--- config.mk ---
export PLATFORM = sky130hd
export DESIGN_NAME = can_frame_rx
export DESIGN_NICKNAME = d
export VERILOG_FILES = /design/src/rtl/can_frame_rx.sv
export SDC_FILE = /design/constraint.sdc
export NUM_CORES = 1
export LEC_CHECK = 0
export BUFFER_PORTS_ARGS = -buffer_cell sky130_fd_sc_hd__buf_2
export CAP_MARGIN = 40
export CORE_MARGIN = 1
export CORE_UTILIZATION = 60
export CTS_CLUSTER_DIAMETER = 60
export DETAILED_ROUTE_END_ITERATION = 6
export HOLD_SLACK_MARGIN = 0.05
export PLACE_DENSITY = 0.85
export SETUP_SLACK_MARGIN = 0.15
export SYNTH_ARGS = -nofsm -noshare
export SYNTH_HDL_FRONTEND = slang
export SYNTH_SLANG_ARGS = --single-unit
--- constraint.sdc ---
create_clock -name CLK -period 2.21 [get_ports CLK]
set_input_delay 0.3315 -clock CLK [delete_from_list [all_inputs] [get_ports CLK]]
set_output_delay 0.3315 -clock CLK [all_outputs]
set_load 0.05 [all_outputs]
--- src/rtl/can_frame_rx.sv ---
// Receive side of the simplified CAN link.
// Synchronizes the bus, times bits from the SOF edge, deserializes one base frame and checks its CRC and form.
module can_frame_rx #(
  parameter int CLKS_PER_BIT = 4
) (
  input  logic        CLK,
  input  logic        RST,
  input  logic        CAN_BUS,
  output logic        RX_VALID,
  output logic [10:0] RX_MSG_ID,
  output logic [3:0]  RX_DLC,
  output logic [3:0]  RX_DATA,
  output logic        RX_CRC_ERR,
  output logic        RX_FORM_ERR,
  output logic        RX_BUSY,
  output logic [3:0]  dbg_state
);

  localparam int CW = $clog2(CLKS_PER_BIT);
  localparam logic [CW-1:0] HALF_M1 = CW'(CLKS_PER_BIT / 2 - 1);
  localparam logic [CW-1:0] FULL_M1 = CW'(CLKS_PER_BIT - 1);

  typedef enum logic [3:0] {
    S_IDLE, S_SOF, S_ID, S_IDE, S_DLC, S_DATA, S_CRC, S_CRC_DEL, S_EOF, S_WAIT_IDLE
  } state_t;

  state_t        state;
  logic          sync1;
  logic          sync2;
  logic          sb_q;
  logic [CW-1:0] cnt;
  logic [3:0]    bcnt;
  logic [10:0]   id_sh;
  logic [3:0]    dlc_sh;
  logic [3:0]    data_sh;
  logic [14:0]   crc_rx;
  logic [14:0]   crc_calc;
  logic          sb;

  assign sb        = sync2;
  assign dbg_state = state;

  function automatic logic [14:0] crc_step(input logic [14:0] c, input logic b);
    logic n;
    n = b ^ c[14];
    return {c[13:0], 1'b0} ^ (n ? 15'h4599 : 15'h0000);
  endfunction

  always_ff @(posedge CLK) begin
    if (RST) begin
      sync1       <= 1'b1;
      sync2       <= 1'b1;
      sb_q        <= 1'b1;
      state       <= S_IDLE;
      cnt         <= '0;
      bcnt        <= '0;
      id_sh       <= '0;
      dlc_sh      <= '0;
      data_sh     <= '0;
      crc_rx      <= '0;
      crc_calc    <= '0;
      RX_VALID    <= 1'b0;
      RX_MSG_ID   <= '0;
      RX_DLC      <= '0;
      RX_DATA     <= '0;
      RX_CRC_ERR  <= 1'b0;
      RX_FORM_ERR <= 1'b0;
      RX_BUSY     <= 1'b0;
    end else begin
      sync1       <= CAN_BUS;
      sync2       <= sync1;
      sb_q        <= sync2;
      RX_VALID    <= 1'b0;
      RX_CRC_ERR  <= 1'b0;
      RX_FORM_ERR <= 1'b0;

      if (state == S_IDLE) begin
        if (sb_q && !sb) begin
          state    <= S_SOF;
          cnt      <= HALF_M1;
          crc_calc <= '0;
          RX_BUSY  <= 1'b1;
        end
      end else if (cnt != '0) begin
        cnt <= cnt - CW'(1);
      end else begin
        // Sample point: the bit grid is fixed by the SOF edge for the whole frame.
        cnt <= FULL_M1;
        case (state)
          S_SOF: begin
            if (sb) begin
              state   <= S_IDLE;
              RX_BUSY <= 1'b0;
            end else begin
              crc_calc <= crc_step(crc_calc, sb);
              bcnt     <= 4'd10;
              state    <= S_ID;
            end
          end
          S_ID: begin
            id_sh    <= {id_sh[9:0], sb};
            crc_calc <= crc_step(crc_calc, sb);
            if (bcnt == 4'd0) state <= S_IDE;
            else              bcnt  <= bcnt - 4'd1;
          end
          S_IDE: begin
            crc_calc <= crc_step(crc_calc, sb);
            if (sb) begin
              RX_FORM_ERR <= 1'b1;
              bcnt        <= 4'd0;
              state       <= S_WAIT_IDLE;
            end else begin
              bcnt  <= 4'd3;
              state <= S_DLC;
            end
          end
          S_DLC: begin
            dlc_sh   <= {dlc_sh[2:0], sb};
            crc_calc <= crc_step(crc_calc, sb);
            if (bcnt == 4'd0) begin
              bcnt  <= 4'd3;
              state <= S_DATA;
            end else begin
              bcnt <= bcnt - 4'd1;
            end
          end
          S_DATA: begin
            data_sh  <= {data_sh[2:0], sb};
            crc_calc <= crc_step(crc_calc, sb);
            if (bcnt == 4'd0) begin
              bcnt  <= 4'd14;
              state <= S_CRC;
            end else begin
              bcnt <= bcnt - 4'd1;
            end
          end
          S_CRC: begin
            crc_rx <= {crc_rx[13:0], sb};
            if (bcnt == 4'd0) state <= S_CRC_DEL;
            else              bcnt  <= bcnt - 4'd1;
          end
          S_CRC_DEL: begin
            // CRC mismatch takes priority over a bad delimiter.
            if (crc_rx != crc_calc) begin
              RX_CRC_ERR <= 1'b1;
              bcnt       <= 4'd0;
              state      <= S_WAIT_IDLE;
            end else if (!sb) begin
              RX_FORM_ERR <= 1'b1;
              bcnt        <= 4'd0;
              state       <= S_WAIT_IDLE;
            end else begin
              bcnt  <= 4'd6;
              state <= S_EOF;
            end
          end
          S_EOF: begin
            if (!sb) begin
              RX_FORM_ERR <= 1'b1;
              bcnt        <= 4'd0;
              state       <= S_WAIT_IDLE;
            end else if (bcnt == 4'd0) begin
              RX_VALID  <= 1'b1;
              RX_MSG_ID <= id_sh;
              RX_DLC    <= dlc_sh;
              RX_DATA   <= data_sh;
              RX_BUSY   <= 1'b0;
              state     <= S_IDLE;
            end else begin
              bcnt <= bcnt - 4'd1;
            end
          end
          S_WAIT_IDLE: begin
            // bcnt counts consecutive recessive samples here.
            if (!sb) begin
              bcnt <= 4'd0;
            end else if (bcnt == 4'd6) begin
              RX_BUSY <= 1'b0;
              state   <= S_IDLE;
            end else begin
              bcnt <= bcnt + 4'd1;
            end
          end
          default: begin
            RX_BUSY <= 1'b0;
            state   <= S_IDLE;
          end
        endcase
      end
    end
  end

endmodule
-- Word-level counts from Yosys, hierarchy flattened
Cells that the tools add are included.
- logic and storage cells: 128
- input port bits: 3
- bits in registers: 85
- output and inout bits: 27
- reductions and logical operators: 22
- equal/unequal tests: 27
- add/sub/neg operators: 3
- multiplexer cells: 51
- bitwise gates (word level): 7
- operators by type and width (kind ; count):
    4-bit two-way mux ; 19
    15-bit two-way mux ; 5
    4-bit case mux with 9 select lines ; 1
    3-bit != test, second input constant ; 11
    4-bit case mux with 8 select lines ; 1
    15-bit case mux with 2 select lines ; 1
    4-bit by 3-bit equality test with 1-bit output, second input constant ; 5
    1-bit two-way mux ; 15
    15-bit != test ; 1
    15-bit bitwise XOR ; 1
    3-bit AND reduction ; 4
    2-bit two-way mux ; 5
    5-bit AND reduction ; 2
    9-bit AND reduction ; 1
    4-bit by 2-bit equality test with 1-bit output, second input constant ; 2
    4-bit equality test, second input constant ; 2
    4-bit logical NOT ; 2
    8-bit AND reduction ; 1
    8-bit nonzero test ; 1
    4-bit OR reduction ; 2
    3-bit two-way mux ; 2
    6-bit OR reduction ; 1
    1-bit NOT ; 5
    5-bit OR reduction ; 1
    17 further kinds ; 19

-- Longest topological paths before layout
Gate-level depths: netlist (run 1).
- depth after elaboration: 7
- gate-level depth with buffers: 10
- gate-level depth less buffers: 10

-- Worst setup path before layout (run 1)
Ideal clock, no wire load.
- path type: register -> register
- start point: reg state[3], in the netlist dbg_state[3]
- end point: reg RX_DATA[0]
- setup slack: -0.055 ns
- library setup time: 0.128 ns
- arrival: 2.137 ns
- path buffers: 4
- stages on the path, launching flop included: 9
- data required time: 2.082 ns
- period minus slack after synthesis: 2.265 ns
- path through: dfxtp_1 buf_4 nor4bb_1 clkbuf_1 nand4_1 buf_2 buf_2 mux2i_1 nor2_1
- longest elaborated chain between the ends: 3
- elaborated cells between the ends (all ways): 4
- those cells by class: eq/ne: 1; bitwise: 1; reduce/logical: 2
- RTL lines (what ; RTL line ; text):
    from (decl) ; 27 ; state_t state;
    from (signal assigned) ; 54 ; state <= S_IDLE;
    from (signal assigned) ; 79 ; state <= S_SOF;
    from (signal assigned) ; 92 ; state <= S_IDLE;
    4-bit logical NOT ; 77 ; if (state == S_IDLE) begin
    1-bit NOT (no source line) ; -- ;
    5-bit AND reduction (no source line) (*) ; -- ;
    to (signal assigned) ; 166 ; RX_DATA <= data_sh;
    to (decl) ; 12 ; output logic [3:0] RX_DATA,
Every way passes the cells marked *; elsewhere a longest branch is shown, timed or not.
A chain may end at the register's enable or synchronous reset.

-- Final worst setup path (run 1)
- start point: reg state[0], in the netlist dbg_state[0]
- end point: reg state[1], in the netlist dbg_state[1]
- longest elaborated chain between the ends: 4
- elaborated cells between the ends (all ways): 23
- those cells by class: eq/ne: 18; mux: 3; reduce/logical: 2
- RTL lines (what ; RTL line ; text):
    4-bit equality test, or another cell as far along ; 89 ; case (state)
    4-bit case mux with 9 select lines ; 89 ;
    4-bit two-way mux ; 84 ; end else if (cnt != '0) begin
    4-bit two-way mux ; 77 ;
Several ways; a longest one is shown, not always the timed one. The select of a mux whose other input is x is not followed.

==> run summary, run 1 <==
The run finished with clean final reports. Dividing the final minimum period by the clock period gives 0.9058. TritonCTS built the clock tree. The initial antenna violation count came to 0. The share of the Yosys chip area taken by registers is 0.4300.

The remaining number of nets flagged by the antenna check after routing is 0. The number of H-tree levels came out at 3. The min-delay analysis places its worst path in the category input pin to flip-flop. The data arrival at the endpoint of the critical path came out at between 2 and 2.5 ns.

The die area came out at between 6000 and 7000 µm². The setup clock skew after layout is around 0.021 ns. The hold path depth is 2.

The power per cell area is roughly 1100 nW/µm². The number of DRC violations after detailed routing is 0. The number of sinks driven by the clock tree came out at 85. The worst min-delay path endpoint is sync1. The largest incremental delay on the critical path is 0.52 ns. The detailed placement HPWL is 6021 µm.

The total routing resource utilization after global routing came out at 0.2664. For the final routed database, the setup TNS stands at 0 ns. The post-CTS clock slew at the launch and capture registers of the worst setup and hold paths came out at around 0.1 ns. The final estimated routing congestion in global placement is 0.8863.

The number of buffers added by the clock tree synthesis step is 9. The chip width is ~83 µm. Leaving out fill and tap cells, the most frequent cell in the layout is sky130_fd_sc_hd__dfxtp_1.

The largest net degree at the start of global routing is 37. The critical hold path startpoint is CAN_BUS. The overall die height came out at between 80 and 90 µm. The smallest clock period supported by the final layout is computed as ~2 ns. The floorplan step defined a core boundary enclosing about 6300 µm². The repair_antennas step left the layout with diodes totalling 0. The floorplan has 29 rows. The headroom to the max-slew limit is 0.6383. The register-to-register setup slack came out at roughly 0.21 ns. The worst register-to-register path ends at dbg_state[1]. The effective utilization at floorplan is 0.6233. Among all flip-flop cells after synthesis, the most frequent one is sky130_fd_sc_hd__dfxtp_1. The max-slew violation count is 0. The netlist area before placement is slightly below 4000 µm². Setup repair after global routing could not meet its margin everywhere. The average wire length per cell after detail routing is between 15 and 20 µm. The critical path is of the flip-flop to flip-flop type. The net count of the finished layout is a little under 500. The clock latency on the worst-skew pair is between 0.3 and 0.4 ns. The cell chosen for the clock root is sky130_fd_sc_hd__clkbuf_8. When the netlist entered floorplanning its net count stood at about 460. From synthesis to final layout, the design area changed by 13.69%. STA classifies the critical path endpoint as a flip-flop. Along the worst path, the maximum fanout reaches 11. For this run, asynchronously set or reset flops after synthesis account for 0. Summing over every cut layer, the via total after detailed routing is around 3400. The smallest hold slack is between 0.15 and 0.2 ns. The global-route wire length before repair is 14900 µm. The top achievable clock speed came out at roughly 500 MHz. The ratio of routed vias to standard cells is about 6. The fraction of final layout cells sized beyond drive strength 1 is 0.1884. The via count of the first global-routing pass came out at roughly 3100.

In the layout the commonest cells are 79 x sky130_fd_sc_hd__dfxtp_1, 70 x sky130_fd_sc_hd__nor2_1, 52 x sky130_fd_sc_hd__mux2i_1. Setup violations remaining at the end of the flow were counted as 0. The hold buffer count at CTS is 0. The count of port buffers added during placement came out at 29.

Summing all flip-flop and latch instances after layout gives around 1700 µm². During I/O placement, the number of pins put on the boundary was 30. The leakage power is ~2.0 nW. The signal on the critical path passes through buf_4 -> nand2_1 -> a21oi_1 -> o32ai_4 -> or4_1 -> a31oi_1. The number of endpoints with negative hold slack in the final report was 0. The first routing iteration left between 300 and 400 violations. The number of distinct library cell variants in the gate-level netlist after synthesis came out at 47. For the pin with the worst max-slew slack, the measured transition is around 0.54 ns. For the worst setup path, the data required time is between 2 and 3 ns. No sink is reached through more buffers than the 2 on the longest clock path.

Summed over all layers, the global routing overflow is 0. The multi-input combinational cells in the finished layout cover a total of between 2000 and 2500 µm². The count of yosys warnings during synthesis came out at 0. The number of cells on the worst reg-to-reg path is 6.

The overall routed net length came out at ~9000 µm. The number of max-capacitance violations reported is 0. Synthesis produced a netlist whose cell count is about 450. The slowest stage of the critical path belongs to the cell sky130_fd_sc_hd__dfxtp_2. The worst reg2reg path startpoint is dbg_state[0]. The worst supply voltage drop on vdd came out at 950.2 µV. The total iterations of the first detailed-routing run came out at 6. In this run, synthesis produced a sequential element count of 85. The count of flip-flops with a built-in enable after synthesis is 0. The worst setup path is launched from a flip-flop. The filler cell count in the final layout came out at 475. The average instance in the mapped netlist occupies slightly below 9 µm².
## power breakdown
| part | internal [mW] | total, mW | switching, mW | leakage (nW) |
|---|---|---|---|---|
| clock | 0.561 | 1.14 | 0.576 | 0.103 |
| combinational | 0.762 | 1.94 | 1.18 | 1.24 |
| sequential | 1.64 | 1.83 | 0.195 | 0.690 |
| total | 2.96 | 4.91 | 1.95 | 2.03 |
## cell families after synthesis
group / synth area share
AND/OR/NAND/NOR: 0.2061
buffers and inverters: 0.04996
multiplexers: 0.1315
adder cells (fa/ha/maj): 0.01897
AO/OA/AOI/OAI: 0.1103
flip-flops: 0.4300
XOR/XNOR: 0.05311
## cell usage after synthesis (all sizes together) (4+ instances only)
library cell	number	area (µm²)
a211oi	4	30.03
a21oi	32	160.2
a31oi	7	43.79
buf	13	77.58
clkbuf	19	71.32
dfxtp	85	1702
ha	6	75.07
inv	13	48.80
mux2i	52	520.5
nand2	27	101.4
nand3	24	120.1
nand4	5	31.28
nor2	71	282.8
nor2b	7	43.79
nor3	7	35.03
nor4	6	52.55
o21ai	5	25.02
o31ai	4	30.03
o32ai	4	53.81
or2	4	25.02
xnor2	7	61.31
xor2	17	148.9
## critical path, delay by kind of cell (launching register included)
family	cells	cell delay (ns)
flops	1	0.52
buf+inv	1	0.26
simple gates	2	0.50
compound gates	3	0.65
## state kept, by name, indices dropped and copies added, names as in the netlist, 2 cells and up
name / cells
data_sh: 4
RX_MSG_ID: 11
cnt: 2
dlc_sh: 4
id_sh: 11
RX_DLC: 4
bcnt: 4
RX_DATA: 4
crc_rx: 15
dbg_state: 4
crc_calc: 15
## metrics by stage
stage | area (µm²) | power [mW] | util | setup WS, ns | std cells
finish | 4499 | 4.914 | 0.7086 | 0.2081 | 560
global route | 4499 | 5.164 | 0.7086 | 0.1030 | 560
detailed placement | 4262 | 3.680 | 0.6711 | 0.1506 | 544
global placement | 4262 | 3.620 | 0.6711 | 0.2839 | 544
floorplan | 3971 | 3.166 | - | 0.1550 | 446
CTS | 4471 | 4.822 | 0.7040 | 0.1849 | 560
## cell type report
class,count,area share
Tap cell,77,0.02141
Clock buffer,10,0.03059
Multi-Input combinational cell,316,0.4658
Clock inverter,6,0.01529
Inverter,13,0.01085
Timing Repair Buffer,53,0.07508
Sequential cell,85,0.3810
## per-layer routing
metal  global-route usage  up-vias  wire, µm
met5                    0        -         0
met4               0.1129        0       197
met3              0.05467       24       563
met2               0.4255      148      4209
met1               0.3504     1575      3930
li1                     -     1613         -
## how the worst max path moves through the flow
stage | slack (ns) | startpoint | cells past startpoint | end
2_1_floorplan | 0.16 | dbg_state[2] | 7 | dbg_state[1]
3_3_place_gp | 0.28 | bcnt[0] | 10 | bcnt[0]
3_5_place_dp | 0.15 | bcnt[0] | 10 | bcnt[0]
4_1_cts | 0.18 | bcnt[0] | 10 | bcnt[0]
5_1_grt | 0.10 | dbg_state[1] | 7 | bcnt[2]
6_report | 0.21 | dbg_state[0] | 6 | dbg_state[1]
## what timing repair did
item / in CTS / in global routing
setup buffers: 0 / 0
cloned: 0 / 0
endpoints found under the setup margin: 1 / 20
gates resized for setup: 2 / 7
pin swaps: 0 / 0
No activity file was read; power rests on OpenSTA's default activity.
==> run 2, diff against run 1 <==
BUFFER_PORTS_ARGS = not set   (was -buffer_cell sky130_fd_sc_hd__buf_2)
CORE_MARGIN = 5   (was 1)
DONT_BUFFER_PORTS = 1   (was not set)
PLACE_DENSITY = 0.81   (was 0.85)
TNS_END_PERCENT = 1   (was not set)
==> run 2 against run 1 <==
Setup slack improved by 0.058 ns. Clock-buffer cell count fell by 1. Sequential cell count stayed put. Worst hold slack got worse by 0.088 ns. Clock skew shrank 0.0085 ns. Sequential power fell by 3%. Non-clock buffer count fell by 26. Clock power increased by 11%. Via count down 4.3%. Cell area decreased by 1.8%. Utilization fell by 1.7 points.
==> run summary, run 2 (synthesis results as in run 1) <==
The largest registers in the layout are crc_calc (15), crc_rx (15). The number of setup violations in the final report is 0. Compared with the post-synthesis result, the final layout area differs by 11.67%. The setup slack after layout came out at 0.2657 ns. The via count of the first global-routing pass is ~3000.

The count of port buffers added during placement came out at 0. The global-route wire length before repair came out at about 15000 µm. The number of DRC violations after detailed routing is 0.

The most common cell after layout, fill and taps aside is sky130_fd_sc_hd__dfxtp_1. The number of endpoints with negative hold slack in the final report came out at 0. The tightest min-delay check is of the input pin to flip-flop type. STA classifies the critical path startpoint as a flip-flop.

The effective utilization at floorplan is 0.6197. The number of cells on the worst reg-to-reg path is 9. TritonCTS built the clock tree. The final critical delay including setup and external delays came out at 1.944 ns. The overall routed net length is 8980 µm. The top achievable clock speed is approximately 510 MHz. The congestion estimate from routability-driven global placement came to between 0.9 and 1.

The number of buffers added by the clock tree synthesis step came out at 9. The floorplan step defined a core boundary enclosing 6386 µm². The post-CTS clock slew at the launch and capture registers of the worst setup and hold paths came out at ~0.1 ns.

CTS built an H-tree with a depth of 3. The detailed placement HPWL is approximately 6000 µm. The initial antenna violation count came out at 0. The count of nets left with antenna violations once routing finished came out at 0. The total iterations of the first detailed-routing run came out at 5. The power per cell area is approximately 1100 nW/µm². The run finished with clean final reports. The top cell types in the final layout, fill and taps aside, are 79 x sky130_fd_sc_hd__dfxtp_1, 70 x sky130_fd_sc_hd__nor2_1, 52 x sky130_fd_sc_hd__mux2i_1. Of the cells placed in the final design, the portion with a size suffix greater than 1 is 0.1379. After detailed routing, the number of vias per cell comes to 6.019. Clock latency on the worst-skew pair, taken at its later pin, is between 0.3 and 0.4 ns.

The number of max-capacitance violations reported came out at 0. The number of top-level pins is 30. The worst setup path is captured at a flip-flop. The hold path depth came out at 1.

The antenna diode instance count came out at 0. The worst min-delay path endpoint is sync1. The detailed router placed roughly 3200 vias in this run. The worst setup slack after placement came out at around 0.15 ns.

The worst-case IR drop observed on VDD is around 650 µV. After routing, the total negative slack on setup checks comes to 0 ns. The die area came out at 8320 µm². The startpoint identified for the worst hold timing path is CAN_BUS. The critical path is of the flip-flop to flip-flop type. In the final routed layout, each cell accounts on average for 16.82 µm.

The total routing resource utilization after global routing is 0.2190. The chip width came out at slightly above 90 µm. Setup repair after global routing could not meet its margin everywhere. The number of buffers between clock root and the deepest sink is 2. The headroom to the max-slew limit is 0.6320. The overall die height is between 90 and 100 µm.

The net count of the finished layout is 461. The setup clock skew after layout came out at approximately 0.012 ns. The data arrival at the endpoint of the critical path came out at around 2.2 ns. The final worst-path cycle share is 0.8798. The first-iteration detailed-routing DRC count is 264. STA puts the critical path data required time at between 2 and 2.5 ns. The number of sinks driven by the clock tree is between 80 and 90. The maximum fanout encountered on the critical timing path came out at 8. The max-slew violation count came out at 0. Entering global routing, the biggest net connects 78 pins. The leakage power came out at 1.912 nW.

The register-to-register setup slack is between 0.2 and 0.3 ns. In this run the critical register-to-register path is launched from bcnt[1]. At the pin with the least slew margin, the transition time is approximately 0.55 ns. In this run the critical register-to-register path is captured at dbg_state[0]. The overall overflow remaining after global route is 0. CTS placed an instance of sky130_fd_sc_hd__clkbuf_8 at the clock tree root.

The floorplan has 29 rows.
==> run 2: critical path: stages (launching register included) <==
cell,delay [ns]
sky130_fd_sc_hd__dfxtp_2,0.41
sky130_fd_sc_hd__inv_1,0.09
sky130_fd_sc_hd__ha_4,0.18
sky130_fd_sc_hd__nor3b_4,0.16
sky130_fd_sc_hd__buf_4,0.14
sky130_fd_sc_hd__buf_4,0.15
sky130_fd_sc_hd__o32ai_4,0.26
sky130_fd_sc_hd__buf_4,0.18
sky130_fd_sc_hd__a211oi_1,0.06
sky130_fd_sc_hd__a211oi_1,0.21
==> run 2: metal layers <==
layer / global-route usage / share of wire / up-vias
li1: - / - / 1562
met1: 0.2890 / 0.44 / 1505
met2: 0.3377 / 0.46 / 120
met3: 0.05620 / 0.073 / 27
met4: 0.09780 / 0.025 / 0
met5: 0 / 0 / -
==> run 2: worst max path at each step <==
stage / from / to / slack (ns)
after floorplan: dbg_state[2] / dbg_state[1] / 0.11
after global placement: dbg_state[2] / bcnt[1] / 0.26
after detailed placement: bcnt[0] / bcnt[0] / 0.15
after CTS: bcnt[0] / bcnt[0] / 0.15
after global routing: bcnt[1] / bcnt[0] / 0.11
final: bcnt[1] / dbg_state[0] / 0.27
==> run 2: per-stage QoR <==
stage / total power [mW] / cell area (µm²) / hold slack, ns / util / std cells
5_1_grt: 5.351 / 4419 / 0.05283 / 0.6920 / 534
3_3_place_gp: 3.655 / 4115 / 0.3971 / 0.6444 / 516
2_1_floorplan: 3.146 / 3963 / 0.3895 / - / 446
3_5_place_dp: 3.692 / 4115 / 0.3993 / 0.6444 / 516
4_1_cts: 4.975 / 4375 / 0.05663 / 0.6851 / 533
6_report: 5.081 / 4419 / 0.06780 / 0.6920 / 534
==> run 2: layout make-up <==
| type | count | area (µm²) |
|---|---|---|
| Clock buffer | 9 | 123.9 |
| Clock inverter | 7 | 106.4 |
| Fill cell | 496 | 1967 |
| Inverter | 13 | 51.30 |
| Multi-Input combinational cell | 316 | 2093 |
| Sequential cell | 85 | 1709 |
| Tap cell | 77 | 96.34 |
| Timing Repair Buffer | 27 | 239.0 |
==> run 2: where the power goes <==
group | total (mW) | internal (mW) | switching [mW] | leakage [nW]
sequential | 1.78 | 1.63 | 0.146 | 0.689
combinational | 2.04 | 0.803 | 1.24 | 1.11
clock | 1.26 | 0.656 | 0.602 | 0.116
==> run 2: what timing repair did <==
item,4_1_cts,5_1_grt
endpoints found under the setup margin,1,20
setup buffers,0,1
hold buffers,1,0
resized for setup,1,10
endpoints found under the hold margin,77,0
pin swaps,0,2
